<file path="src/rtl/fft_mag_peak_scan_pkg.sv">
// ---------------------------------------------------------------------------
// fft_mag_peak_scan_pkg
//
// Purpose:
//   Shared constants, state encoding and the output saturation helper for the
//   FFT bin magnitude / peak scanner (fft_mag_peak_scan) and its combinational
//   magnitude block (fft_bin_mag).
//
// Contents:
//   NBINS_DEF / DW_DEF  default bin count and bin component width
//   IDX_W               bin index width, log2(NBINS_DEF)
//   MAG_W               full magnitude width (sum of two 6-bit squares)
//   OUT_W / OUT_SHIFT   streamed magnitude width and its bit offset into mag
//   TRUNC_*             slice of |v| that feeds the squarers, given as
//                       offsets below DW: |v|[DW-2 : DW-7]
//   state_t             scanner FSM states
//   sat_out()           full magnitude -> 8-bit streamed magnitude
// ---------------------------------------------------------------------------
package fft_mag_peak_scan_pkg;

    localparam int NBINS_DEF    = 8;
    localparam int DW_DEF       = 12;
    localparam int IDX_W        = $clog2(NBINS_DEF);

    // |v| is at most 2^(DW-1)-1, so its top bit is always zero; the slice
    // starts one below it and keeps the six most significant live bits.
    localparam int TRUNC_HI_OFS = 2;
    localparam int TRUNC_LO_OFS = 7;
    localparam int TRUNC_W      = TRUNC_LO_OFS - TRUNC_HI_OFS + 1;

    // Two 6-bit squares summed: 2 * 63^2 = 7938 fits in 13 bits.
    localparam int MAG_W        = 2 * TRUNC_W + 1;
    localparam int OUT_W        = 8;
    localparam int OUT_SHIFT    = 4;

    typedef enum logic [1:0] {
        ST_IDLE = 2'd0,
        ST_LOAD = 2'd1,
        ST_SEND = 2'd2,
        ST_DONE = 2'd3
    } state_t;

    // Streamed value is mag[11:4]; any magnitude with the top bit set is
    // beyond that window and clips to all ones.
    function automatic logic [OUT_W-1:0] sat_out(input logic [MAG_W-1:0] mag);
        if (mag[MAG_W-1]) begin
            return '1;
        end
        return mag[OUT_SHIFT+OUT_W-1:OUT_SHIFT];
    endfunction

endpackage

</file>
<file path="src/rtl/fft_mag_peak_scan_if.sv">
// ---------------------------------------------------------------------------
// fft_mag_peak_scan_if
//
// Purpose:
//   Magnitude stream from the peak scanner to its consumer.
//
// Handshake:
//   A beat transfers on a rising clk edge where out_valid && out_ready.
//   While out_valid is high and out_ready is low, the producer holds
//   out_data/out_idx/out_last stable and keeps out_valid high. out_valid
//   never depends combinationally on out_ready.
//
// Signals:
//   out_valid  producer -> consumer  beat present
//   out_ready  consumer -> producer  consumer takes the beat this edge
//   out_data   producer -> consumer  saturated 8-bit magnitude of bin out_idx
//   out_idx    producer -> consumer  bin index of the beat
//   out_last   producer -> consumer  beat carries the final bin of the frame
// ---------------------------------------------------------------------------
interface fft_mag_peak_scan_if #(
    parameter int IW = fft_mag_peak_scan_pkg::IDX_W
) ();

    logic                                   out_valid;
    logic                                   out_ready;
    logic [fft_mag_peak_scan_pkg::OUT_W-1:0] out_data;
    logic [IW-1:0]                          out_idx;
    logic                                   out_last;

    modport master (
        output out_valid,
        input  out_ready,
        output out_data,
        output out_idx,
        output out_last
    );

    modport slave (
        input  out_valid,
        output out_ready,
        input  out_data,
        input  out_idx,
        input  out_last
    );

endinterface

</file>
<file path="src/rtl/fft_mag_peak_scan_mag.sv">
// ---------------------------------------------------------------------------
// fft_bin_mag
//
// Purpose:
//   Purely combinational approximate squared magnitude of one complex bin.
//   Each component is made absolute (the most negative code saturates to the
//   most positive), truncated to its six most significant live bits, squared,
//   and the two squares are summed. The 8-bit streamed form is also produced.
//
// Ports:
//   re, im  in   DW-bit signed components
//   mag     out  MAG_W-bit approximate |x|^2 (max 7938)
//   data    out  OUT_W-bit saturated magnitude, mag[12] ? 8'hFF : mag[11:4]
// ---------------------------------------------------------------------------
module fft_bin_mag
    import fft_mag_peak_scan_pkg::*;
#(
    parameter int DW = DW_DEF
) (
    input  logic signed [DW-1:0] re,
    input  logic signed [DW-1:0] im,
    output logic [MAG_W-1:0]     mag,
    output logic [OUT_W-1:0]     data
);

    localparam logic [DW-1:0] POS_MAX = {1'b0, {(DW-1){1'b1}}};
    localparam logic [DW-1:0] NEG_MIN = {1'b1, {(DW-1){1'b0}}};
    localparam int            T_HI    = DW - TRUNC_HI_OFS;
    localparam int            T_LO    = DW - TRUNC_LO_OFS;

    // -2^(DW-1) has no positive counterpart in DW bits; clamp it instead of
    // letting the negation wrap back to itself.
    function automatic logic [DW-1:0] abs_sat(input logic [DW-1:0] v);
        if (v == NEG_MIN) begin
            return POS_MAX;
        end
        if (v[DW-1]) begin
            return -v;
        end
        return v;
    endfunction

    logic [DW-1:0]        abs_re;
    logic [DW-1:0]        abs_im;
    logic [TRUNC_W-1:0]   t_re;
    logic [TRUNC_W-1:0]   t_im;
    logic [2*TRUNC_W-1:0] sq_re;
    logic [2*TRUNC_W-1:0] sq_im;

    always_comb begin
        abs_re = abs_sat(re);
        abs_im = abs_sat(im);
        t_re   = abs_re[T_HI:T_LO];
        t_im   = abs_im[T_HI:T_LO];
        sq_re  = {{TRUNC_W{1'b0}}, t_re} * {{TRUNC_W{1'b0}}, t_re};
        sq_im  = {{TRUNC_W{1'b0}}, t_im} * {{TRUNC_W{1'b0}}, t_im};
        mag    = {1'b0, sq_re} + {1'b0, sq_im};
        data   = sat_out(mag);
    end

endmodule

</file>
<file path="src/rtl/fft_mag_peak_scan.sv">
// ---------------------------------------------------------------------------
// fft_mag_peak_scan
//
// Purpose:
//   Downstream consumer of the 8-point FFT core. On a start pulse the NBINS
//   complex bins are captured; each bin's approximate squared magnitude is
//   then computed in turn through one shared fft_bin_mag and streamed as one
//   8-bit beat per bin. The largest bin (index and full-width magnitude) is
//   tracked and a done pulse closes the scan.
//
//   Per bin the FSM spends one LOAD cycle (compute, register, peak update)
//   and at least one SEND cycle (beat presented), so the stream peaks at one
//   beat per two cycles and a frame with a ready consumer takes 18 cycles
//   counting the start cycle and the done cycle.
//
// Ports:
//   clk, rst_n  clock, synchronous active-low reset
//   start       single-cycle request; honoured only in IDLE
//   bins_re     packed real parts, bin k at [k*DW +: DW]
//   bins_im     packed imaginary parts, same packing
//   busy        high from the cycle after an accepted start through done
//   out_if      magnitude stream (master side, see fft_mag_peak_scan_if)
//   peak_idx    index of the largest bin of the last completed scan
//   peak_mag    full-width magnitude of that bin
//   done        one-cycle pulse after the last beat is accepted
//   dbg_state   current FSM state
// ---------------------------------------------------------------------------
module fft_mag_peak_scan
    import fft_mag_peak_scan_pkg::*;
#(
    parameter int NBINS   = NBINS_DEF,
    parameter int DW      = DW_DEF,
    parameter bit SKIP_DC = 1'b1
) (
    input  logic                    clk,
    input  logic                    rst_n,
    input  logic                    start,
    input  logic [NBINS*DW-1:0]     bins_re,
    input  logic [NBINS*DW-1:0]     bins_im,
    output logic                    busy,
    fft_mag_peak_scan_if.master     out_if,
    output logic [$clog2(NBINS)-1:0] peak_idx,
    output logic [MAG_W-1:0]        peak_mag,
    output logic                    done,
    output state_t                  dbg_state
);

    localparam int IW = $clog2(NBINS);

    state_t              state_q;
    state_t              state_d;
    logic [NBINS*DW-1:0] bins_re_q;
    logic [NBINS*DW-1:0] bins_im_q;
    logic [IW-1:0]       idx_q;
    logic [OUT_W-1:0]    data_q;
    logic [IW-1:0]       peak_idx_q;
    logic [MAG_W-1:0]    peak_mag_q;

    // FSM strobes
    logic capture;
    logic load_en;
    logic advance;
    logic send_valid;
    logic send_last;

    // Shared magnitude datapath, fed by the bin the index currently selects
    logic signed [DW-1:0] cur_re;
    logic signed [DW-1:0] cur_im;
    logic [MAG_W-1:0]     bin_mag;
    logic [OUT_W-1:0]     bin_data;
    logic                 peak_upd;

    assign cur_re = bins_re_q[int'(idx_q)*DW +: DW];
    assign cur_im = bins_im_q[int'(idx_q)*DW +: DW];

    fft_bin_mag #(
        .DW (DW)
    ) u_bin_mag (
        .re   (cur_re),
        .im   (cur_im),
        .mag  (bin_mag),
        .data (bin_data)
    );

    // Strictly greater keeps the earlier (lower) index on ties; the DC bin
    // can be left out of the search while still being streamed.
    assign peak_upd = (bin_mag > peak_mag_q) && !(SKIP_DC && (idx_q == '0));

    always_ff @(posedge clk) begin
        if (!rst_n) begin
            state_q    <= ST_IDLE;
            bins_re_q  <= '0;
            bins_im_q  <= '0;
            idx_q      <= '0;
            data_q     <= '0;
            peak_idx_q <= '0;
            peak_mag_q <= '0;
        end else begin
            state_q <= state_d;
            if (capture) begin
                bins_re_q  <= bins_re;
                bins_im_q  <= bins_im;
                idx_q      <= '0;
                peak_idx_q <= '0;
                peak_mag_q <= '0;
            end
            if (load_en) begin
                data_q <= bin_data;
                if (peak_upd) begin
                    peak_mag_q <= bin_mag;
                    peak_idx_q <= idx_q;
                end
            end
            if (advance) begin
                idx_q <= idx_q + 1'b1;
            end
        end
    end

    always_comb begin
        state_d    = state_q;
        capture    = 1'b0;
        load_en    = 1'b0;
        advance    = 1'b0;
        busy       = 1'b1;
        done       = 1'b0;
        send_valid = 1'b0;
        send_last  = 1'b0;
        case (state_q)
            ST_IDLE: begin
                busy = 1'b0;
                if (start) begin
                    capture = 1'b1;
                    state_d = ST_LOAD;
                end
            end
            ST_LOAD: begin
                load_en = 1'b1;
                state_d = ST_SEND;
            end
            ST_SEND: begin
                // idx_q and data_q do not change until the beat is taken,
                // which keeps the beat stable across stalls.
                send_valid = 1'b1;
                send_last  = (idx_q == IW'(NBINS - 1));
                if (out_if.out_ready) begin
                    if (send_last) begin
                        state_d = ST_DONE;
                    end else begin
                        advance = 1'b1;
                        state_d = ST_LOAD;
                    end
                end
            end
            ST_DONE: begin
                done    = 1'b1;
                state_d = ST_IDLE;
            end
            default: begin
                state_d = ST_IDLE;
            end
        endcase
    end

    assign out_if.out_valid = send_valid;
    assign out_if.out_last  = send_last;
    assign out_if.out_data  = data_q;
    assign out_if.out_idx   = idx_q;
    assign peak_idx         = peak_idx_q;
    assign peak_mag         = peak_mag_q;
    assign dbg_state        = state_q;

endmodule

</file>
<file path="src/flat_wrapper.sv">
// flat-port wrapper written by rule: the top's interface ports become plain ports
module fft_mag_peak_scan_flat import fft_mag_peak_scan_pkg::*;
#(
    parameter int NBINS   = NBINS_DEF,
    parameter int DW      = DW_DEF,
    parameter bit SKIP_DC = 1'b1
)
  (clk, rst_n, start, bins_re, bins_im, busy, peak_idx, peak_mag, done, dbg_state, out_if_out_valid, out_if_out_ready, out_if_out_data, out_if_out_idx, out_if_out_last);
  fft_mag_peak_scan_if out_if_i ();
  input  logic clk;
  input  logic rst_n;
  input  logic start;
  input  logic [NBINS*DW-1:0] bins_re;
  input  logic [NBINS*DW-1:0] bins_im;
  output logic busy;
  output logic [$clog2(NBINS)-1:0] peak_idx;
  output logic [MAG_W-1:0] peak_mag;
  output logic done;
  output state_t dbg_state;
  output wire logic [$bits(out_if_i.out_valid)-1:0] out_if_out_valid;
  input wire logic [$bits(out_if_i.out_ready)-1:0] out_if_out_ready;
  output wire logic [$bits(out_if_i.out_data)-1:0] out_if_out_data;
  output wire logic [$bits(out_if_i.out_idx)-1:0] out_if_out_idx;
  output wire logic [$bits(out_if_i.out_last)-1:0] out_if_out_last;
  assign out_if_out_valid = out_if_i.out_valid;
  assign out_if_i.out_ready = out_if_out_ready;
  assign out_if_out_data = out_if_i.out_data;
  assign out_if_out_idx = out_if_i.out_idx;
  assign out_if_out_last = out_if_i.out_last;
  fft_mag_peak_scan #(.NBINS(NBINS), .DW(DW), .SKIP_DC(SKIP_DC)) u_core (.clk(clk), .rst_n(rst_n), .start(start), .bins_re(bins_re), .bins_im(bins_im), .busy(busy), .out_if(out_if_i), .peak_idx(peak_idx), .peak_mag(peak_mag), .done(done), .dbg_state(dbg_state));
endmodule
</file>
<file path="config.mk">
export PLATFORM = sky130hd
export DESIGN_NAME = fft_mag_peak_scan_flat
export DESIGN_NICKNAME = d
export VERILOG_FILES = /design/src/rtl/fft_mag_peak_scan_pkg.sv /design/src/rtl/fft_mag_peak_scan_if.sv /design/src/rtl/fft_mag_peak_scan_mag.sv /design/src/rtl/fft_mag_peak_scan.sv /design/src/flat_wrapper.sv
export SDC_FILE = /design/constraint.sdc
export NUM_CORES = 1
export LEC_CHECK = 0
export CAP_MARGIN = 20
export CORE_ASPECT_RATIO = 2
export CORE_MARGIN = 5
export CORE_UTILIZATION = 65
export DETAILED_ROUTE_END_ITERATION = 10
export DONT_BUFFER_PORTS = 1
export PLACE_DENSITY_LB_ADDON = 0.2
export SLEW_MARGIN = 10
export SYNTH_ARGS = -nofsm -noshare
export SYNTH_HDL_FRONTEND = slang
export SYNTH_SLANG_ARGS = --single-unit
export TNS_END_PERCENT = 30
</file>
<file path="constraint.sdc">
create_clock -name clk -period 12.2 [get_ports clk]
set_input_delay 3.66 -clock clk [delete_from_list [all_inputs] [get_ports clk]]
set_output_delay 3.66 -clock clk [all_outputs]
set_load 0.02 [all_outputs]
</file>
==> reports/metrics.yaml <==
logic_synthesis:
  yosysMostFrequentCell: "nand2_1"
  synthFlopType: "dfxtp_1"
  syn_nets: 1647
  synth.avg_cell_area_um2: 8.64
  synthCells: 1377
  yosysWarnings: 0
  synth.top_cell.area_share_pct: 37.2
  synth_commonest_cells: "nand2_1, dfxtp_1, a21boi_0, inv_1, clkbuf_1"
  async_flop_share_pct: 0
  ys_seq_elements: 221
  synthDistinctLibCells: 68
  seq_area_frac_synth_pct: 37.2
  synth.largest_area_cell: "dfxtp_1"
  synth.cell_area_um2: 11900
  synth.area.top_cells: "dfxtp_1, nand2_1, a21boi_0"
  synth_edf_count: 0
routing:
  finalWirelength_mm: 30.3
  drcViolationCount: 0
  ant_nets: 0
  vias: 9119
  wl_per_cell_um: 19.5
  drt_first_iter_violations: 455
  firstDrtPassIters: 5
  via_per_inst: 5.87
sta:
  slew_violations: 0
  hold_viol_final: 0
  rsz0062_at_grt: "false"
  setup_viol: 0
  fin_crit_sh_pct: 81.6
  tightest_slew_ns: 0.884
  tns_ns: 0
  fin_crit_ns: 9.95
  skew_ns: 0.0134
  fmax_ghz: 0.100
  hold_slack_ns: 0.464
  slew_headroom_pct: 41.1
pwr:
  p_clk_share_pct: 33.8
  p_seq_share_pct: 43.1
  swShare_pct: 30.0
  internal_power_uw: 1300
  p_per_area_nw_per_um2: 147
  irDropWorstVdd_mv: 0.130
  combPwrFrac_pct: 23.1
  leakage_uw: 0.00486
  switchingPower_uw: 555
placed_design:
  place_congestion: 0.926
  dp_hpwl_mm: 22.7
  io_buffers: 0
  placed_cell_area_um2: 11900
  dp.cells: 1513
worst_setup_path:
  critPathMaxFanout: 27
  path_delay_family: "adder cells"
  cp_common_cell: "fa_1"
  r2r-end: "u_core.peak_mag[2]"
  worst_setup_path_start_kind: "flip-flop"
  critPathCaptureType: "flip-flop"
  r2r_setup_slack_ns: 2.25
  critPathKind: "reg -> reg"
  crit_arrival_ns: 10.37
  cp_slowest_cell: "dfxtp_2"
  path_buf_inv: 7
  critPathMaxStageDelay_ns: 0.73
  worstRegToRegCells: 30
  required_ns: 12.62
  r2r_start: "u_core.out_if.out_idx[1]"
layout:
  fin_cells: 1554
  area_growth_pct: 5.57
  seqCellArea_um2: 4430
  final_util_pct: 69.3
  finalInstanceArea_um2: 12600
  drive_gt1_share_pct: 7.27
  multiInputGateArea_um2: 6800
  nNetsFinal: 1591
  n_fill_cell: 1483
floorplanning:
  ios: 229
  num_rows: 70
  fp.coreArea_um2: 18100
  fp.dieW_um: 106
  fp.dieArea_um2: 21300
  die_y_um: 201
  start_util_pct: 65.7
min_path:
  hp-start: "u_core.bins_re_q[16]"
  min_to: "u_core.bins_re_q[16]"
  holdPathStages: 2
  hold_path.class: "reg -> reg"
clock_network:
  cts_resized: 0
  cts_buffers: 20
  cts_tree: "yes"
  htree_levels: 1
  root_buffer: "clkbuf_16"
  clock-sinks: 221
  hold_buffers: 0
  clk_path_buf_depth: 3
  clkTransAtPathRegs_ns: 0.07
  postCtsSetupBuffers: 0
  clk-insertion-delay-late_ns: 0.50
global_routing:
  track_usage_pct: 28.2
  antenna_found_initial: 4
  grt_overflow: 0
  grt_pass1_vias: 9392
  grt_start_max_net_pins: 222
  grt_pass1_wl_mm: 47.9
outcome:
  run_status: "finished clean"
flow_run:
  drv_cap: 0
through the flow:
step | setup slack (ns) | power [uW]
2_1_floorplan | 3.86 | 1130
3_3_place_gp | 2.55 | 1230
3_5_place_dp | 2.26 | 1240
4_1_cts | 2.26 | 1860
5_1_grt | 1.68 | 1950
6_report | 2.25 | 1850
registers in the layout (all words and copies together) (netlist names):
name,cells
u_core.peak_idx,3
u_core.bins_re_q,96
u_core.bins_im_q,96
u_core.out_if.out_idx,3
u_core.dbg_state,2
u_core.out_if.out_data,8
u_core.peak_mag,13
tightest hold or removal path: cells and delay by family, from the launching register on:
family	cells	cell delay, ns
simple gates	1	0.05
flops	1	0.31
compound gates	1	0.06
layout by cell type (no fill, tap or decap), types with 4 or more instances in the layout:
cell and instances:
mux2_2 7, a32oi_1 6, mux2_1 4, a21boi_0 201, a31oi_1 9, a21oi_1 9, o211ai_1 4, nand3b_1 4
xnor2_1 5, nor3_1 9, fa_1 34, nand3_1 5, and2_1 13, nor4_1 12, dfxtp_1 218, diode_2 4
mux2i_1 18, clkbuf_8 4, nor2_1 29, or3_1 7, a21o_1 10, clkbuf_1 5, nand2b_1 9, xor2_1 5
nand2_1 419, nor2b_1 15, o22ai_1 4, ha_1 40, clkbuf_16 21, o21a_1 4, o21ai_1 5, mux4_2 22
mux2i_4 6, o21ai_0 11, inv_1 82, buf_4 7
per-layer routing:
metal | track usage, % | up-vias | share of wire (%)
met4 | 15.1 | 0 | 6.0
met2 | 51.8 | 253 | 53
met1 | 30.9 | 4290 | 36
li1 | - | 4491 | -
met3 | 3.63 | 85 | 4.6
met5 | 0 | - | 0
area by class of cell:
cell class                      instances  share of cell area [%]
Inverter                               83                    2.48
Clock inverter                          5                   0.448
Clock buffer                           30                    4.77
Timing Repair Buffer                    9                   0.697
Tap cell                              216                    2.15
Antenna cell                            4                  0.0797
Sequential cell                       221                    35.2
Multi-Input combinational cell        986                    54.1
power groups by stage:
stage / Combinational [uW] / Sequential (uW) / Clock, uW
finish: 428 / 798 / 627
global route: 485 / 803 / 663
CTS: 429 / 798 / 636
detailed placement: 426 / 814 / 0
global placement: 414 / 813 / 0
floorplan: 331 / 804 / 0
cell families after synthesis:
| kind of cell | share of synthesized area [%] |
|---|---|
| AND/OR/NAND/NOR | 19.4 |
| AO/OA/AOI/OAI | 18.9 |
| flip-flops | 37.2 |
| buffers and inverters | 5.79 |
| adder cells (fa/ha/maj) | 9.92 |
| multiplexers | 8.08 |
| XOR/XNOR | 0.736 |
worst max-delay path by stage:
stage               cells after the start  slack, ns                      from                   to
floorplan                              33       3.86  u_core.out_if.out_idx[0]  u_core.peak_mag[12]
global placement                       30       2.55  u_core.out_if.out_idx[0]  u_core.peak_mag[11]
detailed placement                     30       2.26  u_core.out_if.out_idx[1]   u_core.peak_mag[8]
CTS                                    30       2.26  u_core.out_if.out_idx[0]   u_core.peak_mag[8]
global route                           30       1.68  u_core.out_if.out_idx[0]   u_core.peak_mag[2]
finish                                 30       2.25  u_core.out_if.out_idx[1]   u_core.peak_mag[2]
Note: power is estimated with default switching activity, not from simulation.
